File: config.mk
export PLATFORM = sky130hd
export DESIGN_NAME = post_adder_acc_flat
export DESIGN_NICKNAME = d
export VERILOG_FILES = /design/src/rtl/post_adder_acc_if.sv /design/src/rtl/post_adder_acc.sv /design/src/flat_wrapper.sv
export SDC_FILE = /design/constraint.sdc
export NUM_CORES = 1
export LEC_CHECK = 0
export ABC_CLOCK_PERIOD_IN_PS = 9500
export BUFFER_PORTS_ARGS = -buffer_cell sky130_fd_sc_hd__buf_2
export CAP_MARGIN = 10
export CORE_MARGIN = 4
export CORE_UTILIZATION = 45
export CTS_CLUSTER_SIZE = 14
export DETAILED_ROUTE_END_ITERATION = 10
export GPL_ROUTABILITY_DRIVEN = 0
export PLACE_DENSITY = 0.69
export SLEW_MARGIN = 20
export SYNTH_ARGS = -nofsm -noshare
export SYNTH_HDL_FRONTEND = slang
export SYNTH_SLANG_ARGS = --single-unit
export TNS_END_PERCENT = 1
File: constraint.sdc
create_clock -name Clk -period 9.5 [get_ports Clk]
set_input_delay 1.425 -clock Clk [delete_from_list [all_inputs] [get_ports Clk]]
set_output_delay 1.425 -clock Clk [all_outputs]
set_load 0.02 [all_outputs]
File: src/rtl/post_adder_acc_if.sv
// Bus bundle for the DSP48A1 post-adder/accumulator output stage.
interface post_adder_acc_if #(
  parameter int unsigned WIDTH = 48
);
  logic             CEP;
  logic             CECARRY;
  logic [WIDTH-1:0] X_in;
  logic [WIDTH-1:0] C_in;
  logic [WIDTH-1:0] PCIN;
  logic [1:0]       Z_sel;
  logic             Sub;
  logic             CIN;
  logic             Clr_ovf;
  logic [WIDTH-1:0] P;
  logic [WIDTH-1:0] PCOUT;
  logic             CARRYOUT;
  logic             CARRYOUTF;
  logic             OVF;

  // Driver side: operands and controls out, results in.
  modport master (
    output CEP, CECARRY, X_in, C_in, PCIN, Z_sel, Sub, CIN, Clr_ovf,
    input  P, PCOUT, CARRYOUT, CARRYOUTF, OVF
  );

  // Stage side: operands and controls in, results out.
  modport slave (
    input  CEP, CECARRY, X_in, C_in, PCIN, Z_sel, Sub, CIN, Clr_ovf,
    output P, PCOUT, CARRYOUT, CARRYOUTF, OVF
  );
endinterface

File: src/rtl/post_adder_acc.sv
// DSP48A1 output stage: Z mux, 48-bit post-add/subtract with accumulate
// feedback, P/CARRYOUT registers, PCOUT cascade and sticky signed overflow.
module post_adder_acc #(
  parameter bit          PREG        = 1'b1,
  parameter bit          CARRYOUTREG = 1'b1,
  parameter int unsigned WIDTH       = 48
) (
  input logic             Clk,
  input logic             Rst,
  post_adder_acc_if.slave bus
);

  localparam int unsigned SUMW = WIDTH + 1;
  localparam int unsigned MSB  = WIDTH - 1;

  logic [WIDTH-1:0] r_p;
  logic             r_carry;
  logic             r_ovf;

  logic [WIDTH-1:0] w_z;
  logic [SUMW-1:0]  w_z_ext;
  logic [SUMW-1:0]  w_x_ext;
  logic [SUMW-1:0]  w_cin_ext;
  logic [SUMW-1:0]  w_sum;
  logic [WIDTH-1:0] w_res;
  logic             w_carry;
  logic             w_ovf;

  // Z operand select; code 2 always feeds back the P register, even when
  // the P output itself is bypassed.
  always_comb begin
    w_z = '0;
    case (bus.Z_sel)
      2'd0:    w_z = '0;
      2'd1:    w_z = bus.PCIN;
      2'd2:    w_z = r_p;
      2'd3:    w_z = bus.C_in;
      default: w_z = '0;
    endcase
  end

  assign w_z_ext   = SUMW'(w_z);
  assign w_x_ext   = SUMW'(bus.X_in);
  assign w_cin_ext = SUMW'(bus.CIN);

  // One-bit-wider adder; the top bit is carry on add and borrow on subtract.
  always_comb begin
    w_sum = '0;
    if (bus.Sub) begin
      w_sum = w_z_ext - (w_x_ext + w_cin_ext);
    end else begin
      w_sum = w_z_ext + w_x_ext + w_cin_ext;
    end
  end

  assign w_res   = w_sum[WIDTH-1:0];
  assign w_carry = w_sum[WIDTH];

  // Signed overflow on the WIDTH-bit two's-complement view of the operands.
  always_comb begin
    w_ovf = 1'b0;
    if (bus.Sub) begin
      w_ovf = (bus.X_in[MSB] != w_z[MSB]) && (w_res[MSB] != w_z[MSB]);
    end else begin
      w_ovf = (bus.X_in[MSB] == w_z[MSB]) && (w_res[MSB] != w_z[MSB]);
    end
  end

  // P / accumulator feedback register.
  always_ff @(posedge Clk or posedge Rst) begin
    if (Rst) begin
      r_p <= '0;
    end else if (bus.CEP) begin
      r_p <= w_res;
    end
  end

  // Carry-out register, independently enabled.
  always_ff @(posedge Clk or posedge Rst) begin
    if (Rst) begin
      r_carry <= 1'b0;
    end else if (bus.CECARRY) begin
      r_carry <= w_carry;
    end
  end

  // Sticky overflow: a new overflow on a CEP edge beats a concurrent clear.
  always_ff @(posedge Clk or posedge Rst) begin
    if (Rst) begin
      r_ovf <= 1'b0;
    end else if (bus.CEP && w_ovf) begin
      r_ovf <= 1'b1;
    end else if (bus.Clr_ovf) begin
      r_ovf <= 1'b0;
    end
  end

  // Output selection between registered and combinational paths.
  if (PREG) begin : g_p_reg
    assign bus.P = r_p;
  end else begin : g_p_comb
    assign bus.P = w_res;
  end

  if (CARRYOUTREG) begin : g_co_reg
    assign bus.CARRYOUT = r_carry;
  end else begin : g_co_comb
    assign bus.CARRYOUT = w_carry;
  end

  assign bus.PCOUT     = bus.P;
  assign bus.CARRYOUTF = bus.CARRYOUT;
  assign bus.OVF       = r_ovf;

endmodule
File: src/flat_wrapper.sv
// flat-port wrapper written by rule: the top's interface ports become plain ports
module post_adder_acc_flat 
#(
  parameter bit          PREG        = 1'b1,
  parameter bit          CARRYOUTREG = 1'b1,
  parameter int unsigned WIDTH       = 48
)
  (Clk, Rst, bus_CEP, bus_CECARRY, bus_X_in, bus_C_in, bus_PCIN, bus_Z_sel, bus_Sub, bus_CIN, bus_Clr_ovf, bus_P, bus_PCOUT, bus_CARRYOUT, bus_CARRYOUTF, bus_OVF);
  post_adder_acc_if #(.WIDTH(WIDTH)) bus_i ();
  input logic Clk;
  input logic Rst;
  input wire logic [$bits(bus_i.CEP)-1:0] bus_CEP;
  input wire logic [$bits(bus_i.CECARRY)-1:0] bus_CECARRY;
  input wire logic [$bits(bus_i.X_in)-1:0] bus_X_in;
  input wire logic [$bits(bus_i.C_in)-1:0] bus_C_in;
  input wire logic [$bits(bus_i.PCIN)-1:0] bus_PCIN;
  input wire logic [$bits(bus_i.Z_sel)-1:0] bus_Z_sel;
  input wire logic [$bits(bus_i.Sub)-1:0] bus_Sub;
  input wire logic [$bits(bus_i.CIN)-1:0] bus_CIN;
  input wire logic [$bits(bus_i.Clr_ovf)-1:0] bus_Clr_ovf;
  output wire logic [$bits(bus_i.P)-1:0] bus_P;
  output wire logic [$bits(bus_i.PCOUT)-1:0] bus_PCOUT;
  output wire logic [$bits(bus_i.CARRYOUT)-1:0] bus_CARRYOUT;
  output wire logic [$bits(bus_i.CARRYOUTF)-1:0] bus_CARRYOUTF;
  output wire logic [$bits(bus_i.OVF)-1:0] bus_OVF;
  assign bus_i.CEP = bus_CEP;
  assign bus_i.CECARRY = bus_CECARRY;
  assign bus_i.X_in = bus_X_in;
  assign bus_i.C_in = bus_C_in;
  assign bus_i.PCIN = bus_PCIN;
  assign bus_i.Z_sel = bus_Z_sel;
  assign bus_i.Sub = bus_Sub;
  assign bus_i.CIN = bus_CIN;
  assign bus_i.Clr_ovf = bus_Clr_ovf;
  assign bus_P = bus_i.P;
  assign bus_PCOUT = bus_i.PCOUT;
  assign bus_CARRYOUT = bus_i.CARRYOUT;
  assign bus_CARRYOUTF = bus_i.CARRYOUTF;
  assign bus_OVF = bus_i.OVF;
  post_adder_acc #(.PREG(PREG), .CARRYOUTREG(CARRYOUTREG), .WIDTH(WIDTH)) u_core (.Clk(Clk), .Rst(Rst), .bus(bus_i));
endmodule
==> results of run 1 <==
-- worst reg2reg max path: cells and delay by family, from the launching register on --
kind	cells	cell delay, ns
compound gates	7	1.92
simple gates	4	0.74
fa+ha+maj	2	0.65
flops	1	0.47
mux	1	0.36
buf+inv	1	0.08
-- worst min path at each step --
stage | slack, ns | to | cells after the start | from
3_3_place_gp | 0.51 | u_core.bus.P[7] | 1 | u_core.bus.P[7]
2_1_floorplan | 0.63 | u_core.bus.P[11] | 2 | u_core.bus.P[11]
6_report | 0.55 | u_core.bus.P[47] | 2 | u_core.bus.P[47]
3_5_place_dp | 0.52 | u_core.bus.P[7] | 1 | u_core.bus.P[7]
4_1_cts | 0.54 | u_core.bus.P[7] | 1 | u_core.bus.P[7]
5_1_grt | 0.57 | u_core.bus.P[7] | 1 | u_core.bus.P[7]
-- metrics by stage --
stage | setup WS [ns] | hold slack [ns] | util, % | cell area, sq um
after floorplan | 3.76 | 0.628 | - | 9970
after global placement | 2.89 | 0.512 | 50.7 | 11100
after detailed placement | 2.71 | 0.522 | 50.7 | 11100
after CTS | 3.01 | 0.540 | 51.4 | 11200
after global routing | 2.63 | 0.566 | 51.4 | 11200
final | 3.01 | 0.550 | 51.4 | 11200
-- cells in the mapped netlist (6+ instances only) --
library cell / count / area, sq um
xnor2_1: 61 / 534
a221oi_1: 8 / 70.1
a21o_1: 22 / 165
a31oi_1: 13 / 81.3
nor2b_1: 15 / 93.8
o21ai_0: 58 / 290
buf_4: 49 / 368
o21bai_1: 29 / 218
nand4_1: 14 / 87.6
nand2b_1: 12 / 75.1
o31ai_1: 18 / 135
o21a_1: 8 / 60.1
mux2i_1: 6 / 60.1
mux2_2: 50 / 563
a211oi_1: 8 / 60.1
nor3_1: 19 / 95.1
dfrtp_1: 50 / 1250
or3_1: 8 / 50.1
a221o_1: 6 / 60.1
xor2_1: 18 / 158
o211ai_1: 13 / 97.6
buf_1: 7 / 26.3
a22oi_1: 49 / 368
and3_1: 12 / 75.1
a21boi_0: 6 / 45.0
ha_1: 139 / 1740
a21oi_1: 134 / 671
nor4_1: 14 / 87.6
inv_1: 174 / 653
nor2_1: 92 / 345
o221ai_1: 6 / 52.6
nand2_1: 81 / 304
clkbuf_1: 40 / 150
o21ai_1: 6 / 30.0
nand3_1: 15 / 75.1
-- routing by layer --
metal	up-vias	wire length, microns	GRT usage, %
met4	0	752	6.36
met5	-	0	0
met1	4781	14000	33.7
met2	445	14200	39.7
met3	57	2140	2.71
li1	5031	-	-
-- layout make-up --
type	instances	area share (%)
multi-input combinational	1012	66.8
timing repair buffer	257	11.6
sequential	50	11.2
inverter	176	5.89
tap	280	3.12
clock buffer	6	1.24
clock inverter	2	0.112
antenna	1	0.0223
-- registers in the layout (all words and copies together), names as in the netlist --
signal,cells
u_core.bus.OVF,1
u_core.bus.P,48
u_core.bus.CARRYOUT,1
-- report_power, final --
| part | internal [W] | switching [W] | total, W |
|---|---|---|---|
| combinational | 0.000614 | 0.000975 | 0.00159 |
| clock | 0.000105 | 0.000101 | 0.000206 |
| sequential | 0.000283 | 0.0000782 | 0.000361 |
| total | 0.00100 | 0.00115 | 0.00216 |
-- kinds of logic (layout without fill, tap and decap cells) --
kind of cell / Yosys count / in the layout / share of synthesized area [%]
compound gates: 428 / 428 / 28.7
xor+xnor: 81 / 81 / 7.33
fa+ha+maj: 143 / 143 / 18.3
buf+inv: 275 / 441 / 12.2
flops: 50 / 50 / 12.6
mux: 57 / 57 / 6.37
other cells: 0 / 1 / 0
simple gates: 303 / 303 / 14.6
-- cells in the final DEF (no fill, tap or decap), types with 19 or more instances in the layout --
cell type,netlist,routed
a21o_1,22,22
a21oi_1,134,134
a22oi_1,49,49
buf_2,2,251
dfrtp_1,50,50
ha_1,139,139
inv_1,174,173
mux2_2,50,50
nand2_1,81,81
nor2_1,92,92
nor3_1,19,19
o21ai_0,58,58
o21bai_1,29,29
xnor2_1,61,61
==> metrics.csv, run 1 <==
stage;metric;value;unit
outcome;status;complete, no violations;
cells_and_area;nets;1798;
critical_path;Crit path largest cell delay;0.59;ns
placement;dpl cells;1775;
clock_network;clock tree sinks;50;
clock_network;# hold bufs at CTS;0;
sta;# setup viols final;0;
clock_network;clk_lat worst skew;0.31;ns
sta;Worst Tran Pin Value;0.949;ns
critical_path;Critical Path End Type;flip-flop;
sta;Clock Skew;0.00788;ns
detailed_routing;via count;10300;
global_routing;pin count of the biggest net entering global routing;84;
clock_network;# resized after CTS;0;
critical_path;Slowest-stage cell, CP;and2b_2;
sta;max_slew headroom;36.4;%
clock_network;number of buffers created by CTS;5;
synth;Mapped Avg Cell Area;7.45;sq um
global_routing;grt total ovfl;0;
global_routing;first-pass GRT wire length;49.0;mm
die;boundary pin count;252;
sta;f_max;154;MHz
synth;Cell Area, Synth;0.00997;sq mm
detailed_routing;router iterations before antenna repair;6;
critical_path;RR Endpoint;u_core.bus.CARRYOUT;
clock_network;CTS tree;done;
global_routing;initial antenna violation count;1;
critical_path;worst path required time;9.69;ns
global_routing;vias in the first global route;9722;
critical_path;Reg2Reg Setup Slack;5.18;ns
detailed_routing;final WL;31.0;mm
die;die area;0.0246;sq mm
synth;Main synth FF type;dfrtp_1;
pwr;Pleak;5.62;nW
detailed_routing;Vias/cell;5.78;
pwr;VDD IR max;117;uV
clock_network;CTS clk-pin slew, worst paths;0.07;ns
synth;sequential area share after synthesis;12.6;%
clock_network;H-tree depth;2;
critical_path;crit path launch;bus_Z_sel[1];
clock_network;Root Driver;clkbuf_16;
sta;Final Hold Viols;0;
cells_and_area;Syn-to-layout area delta;12.5;%
critical_path;Startpoint Class;input pin;
cells_and_area;Fillers;2194;
critical_path;FF-to-FF Start;u_core.bus.P[0];
critical_path;CP endpoint;u_core.bus.CARRYOUT;
die;die width;157;microns
synth;synth warn;0;
critical_path;CP cell instances;buf_2 > and2b_2 > buf_4 > a22oi_1 > ha_1 > inv_1 > ha_1 > a21o_1 > a221o_1 > and3_1 > a31oi_1 > and3_1 > a21oi_1 > a41oi_1 > nand2_1 > o2111ai_1 > mux2_2 > a311o_1;
clock_network;post-CTS setup buffers;0;
die;initial core utilization;45.7;%
critical_path;R2R depth;15;
critical_path;Worst path depth;18;
synth;register bit total from synthesis;50;
synth;Post-synth EDFFs;0;
sta;Tmin final;6.49;ns
critical_path;maximum net fanout on the critical path;26;
clock_network;Clock Tree Buf Depth;2;
die;Die Y;157;microns
sta;Setup Total Neg Slack;0;ns
synth;distinct cell type count of the synthesized netlist;84;
cells_and_area;multi-input logic area;0.00750;sq mm
sta;Slew Limit Fails;0;
cells_and_area;FF/Latch Area;0.00125;sq mm
synth;Synth Instances;1337;
detailed_routing;Residual DRC;0;
sta;RSZ-0062 raised after global routing;false;
critical_path;CP top delay family;compound AO/OA/AOI/OAI gates;
global_routing;global-route usage over all layers;24.1;%
detailed_routing;1st-iter DRT viols;940;
synth;Mapped Nets;1633;
die;row cnt;54;
worst_hold_path;hold crit path type;reg2reg;
cells_and_area;Post-Layout Cell Count;1784;
sta;Final Cycle Share;68.3;%
job;max-cap viol count;0;
pwr;Overall Power;0.00216;W
placement;DP HPWL;24.8;mm
cells_and_area;layout cells sized above 1;22.7;%
synth;asr flop ratio synth;100;%
detailed_routing;Routed Antenna Nets;0;
die;core area;0.0218;sq mm
critical_path;Crit path arrival time;6.68;ns
critical_path;CP Buf/Inv Count;3;
critical_path;worst setup path class;in2reg;
pwr;Power Density;192;mW/mm^2
placement;port buffer count;251;
detailed_routing;drt wl/cell;17.4;microns
(Power assumes the default switching activity.)
==> inputs of run 2 (changes only) <==
Settings changed: ABC_CLOCK_PERIOD_IN_PS 9500 to 6400.
Clock period 9.5 ns to 6.4 ns, I/O delays scaled along.
==> metrics.csv, run 2 (synthesized netlist as in run 1, its figures left out) <==
stage;metric;value;unit
global_routing;grt total ovfl;0;
die;die area;0.0246;sq mm
clock_network;number of buffers created by CTS;5;
global_routing;first-pass GRT wire length;49.3;mm
pwr;Pleak;5.65;nW
die;row cnt;54;
detailed_routing;via count;10300;
global_routing;initial antenna violation count;0;
placement;port buffer count;251;
sta;Worst Tran Pin Value;0.923;ns
clock_network;Clock Tree Buf Depth;2;
sta;Tmin final;5.52;ns
sta;RSZ-0062 raised after global routing;false;
detailed_routing;met3 routed WL;2.24;mm
sta;f_max;181;MHz
cells_and_area;Syn-to-layout area delta;13.0;%
detailed_routing;final WL;31.5;mm
die;initial core utilization;45.7;%
critical_path;worst setup path class;in2reg;
critical_path;Startpoint Class;input pin;
clock_network;post-CTS setup buffers;0;
detailed_routing;top sig layer;met4;
pwr;Power Density;288;mW/mm^2
sta;Setup Total Neg Slack;0;ns
critical_path;Reg2Reg Setup Slack;2.06;ns
clock_network;Root Driver;clkbuf_16;
detailed_routing;Vias/cell;5.75;
clock_network;clock tree sinks;50;
cells_and_area;Fillers;2188;
die;Die Y;157;microns
cells_and_area;FF/Latch Area;0.00125;sq mm
cells_and_area;multi-input logic area;0.00750;sq mm
die;core area;0.0218;sq mm
global_routing;global-route usage over all layers;24.5;%
detailed_routing;met1 WL;13.8;mm
worst_hold_path;hold crit path type;reg2reg;
global_routing;pin count of the biggest net entering global routing;54;
critical_path;Critical Path End Type;flip-flop;
clock_network;# hold bufs at CTS;0;
clock_network;H-tree depth;2;
cells_and_area;commonest non-fill, non-tap cells in the layout;buf_2 (251), inv_1 (173), ha_1 (139);
detailed_routing;Residual DRC;0;
job;max-cap viol count;0;
detailed_routing;drt wl/cell;17.6;microns
outcome;status;complete, no violations;
placement;DP HPWL;25.1;mm
cells_and_area;antenna cells;0;
clock_network;# resized after CTS;0;
detailed_routing;1st-iter DRT viols;897;
die;boundary pin count;252;
critical_path;maximum net fanout on the critical path;28;
clock_network;CTS tree;done;
sta;# setup viols final;0;
clock_network;CTS clk-pin slew, worst paths;0.09;ns
global_routing;vias in the first global route;9774;
sta;max_slew headroom;38.1;%
clock_network;clk_lat worst skew;0.32;ns
pwr;VDD IR max;218;uV
placement;Place WS;0.578;ns
sta;Final Cycle Share;86.3;%
cells_and_area;fin util;51.6;%
critical_path;worst path required time;6.61;ns
critical_path;Crit path arrival time;5.74;ns
die;die width;157;microns
cells_and_area;number of flip-flops in the largest register;48;
sta;worst setup margin;0.877;ns
cells_and_area;most common cell after layout, fill and taps aside;buf_2;
detailed_routing;met2 wire len;14.8;mm
detailed_routing;Routed Antenna Nets;0;
sta;Final Hold Viols;0;
cells_and_area;layout cells sized above 1;22.8;%
sta;Clock Skew;0.0129;ns
cells_and_area;nets;1800;
detailed_routing;router iterations before antenna repair;6;
sta;Slew Limit Fails;0;
[run 2: cell types whose count changed in the layout (fill, tap and decap cells not counted)]
cell	delta
bufinv_16	+1
diode_2	-1
buf_12	+1
clkinv_2	-1
clkbuf_8	-1
inv_8	+1
buf_4	+1
[run 2: worst paths after layout]
kind	startpoint	cells past startpoint	end
worst max-delay path	bus_Z_sel[1]	18	u_core.bus.CARRYOUT
worst min-delay path	u_core.bus.P[20]	1	u_core.bus.P[20]
worst max register to register	u_core.bus.P[0]	15	u_core.bus.CARRYOUT
worst min register to register	u_core.bus.P[20]	1	u_core.bus.P[20]
max in group asynchronous	Rst	3	u_core.bus.P[27]
min in group asynchronous	Rst	3	u_core.bus.P[5]
[run 2: metal layers]
layer,up-vias,GRT usage [%]
met2,398,41.9
met4,0,5.87
met5,-,0
li1,5046,-
met3,52,3.13
met1,4774,32.8
[run 2: area by class of cell]
cell class / count / area share [%]
Timing Repair Buffer: 259 / 11.8
Clock inverter: 3 / 0.433
Tap cell: 280 / 3.11
Inverter: 176 / 5.87
Sequential cell: 50 / 11.1
Clock buffer: 5 / 1.11
Multi-Input combinational cell: 1012 / 66.6
[run 2: where the power goes]
part	total, W	switching [W]	internal (W)
Sequential	0.000539	0.000119	0.000420
Clock	0.000347	0.000158	0.000188
Combinational	0.00236	0.00145	0.000913
Total	0.00325	0.00173	0.00152
[run 2: critical path, cell delays in order]
cell and delay (ns):
buf_2 0.28, and2b_2 0.62, buf_4 0.41, a22oi_1 0.17, ha_1 0.22, inv_1 0.07
ha_1 0.29, and3_1 0.21, a221o_1 0.35, and3_1 0.21, a31oi_1 0.21, and3_1 0.26
a21oi_1 0.15, a41oi_1 0.34, nand2_1 0.10, o2111ai_1 0.15, mux2_2 0.37, a311o_1 0.34
[run 2: per-stage QoR]
| step | std cells | hold slack (ns) | total power [W] | area (sq um) |
|---|---|---|---|---|
| after floorplan | 1337 | 0.628 | 0.00235 | 9970 |
| after global placement | 1777 | 0.518 | 0.00285 | 11100 |
| after detailed placement | 1777 | 0.525 | 0.00287 | 11100 |
| after CTS | 1785 | 0.545 | 0.00324 | 11300 |
| after global routing | 1785 | 0.568 | 0.00351 | 11300 |
| final | 1785 | 0.547 | 0.00325 | 11300 |
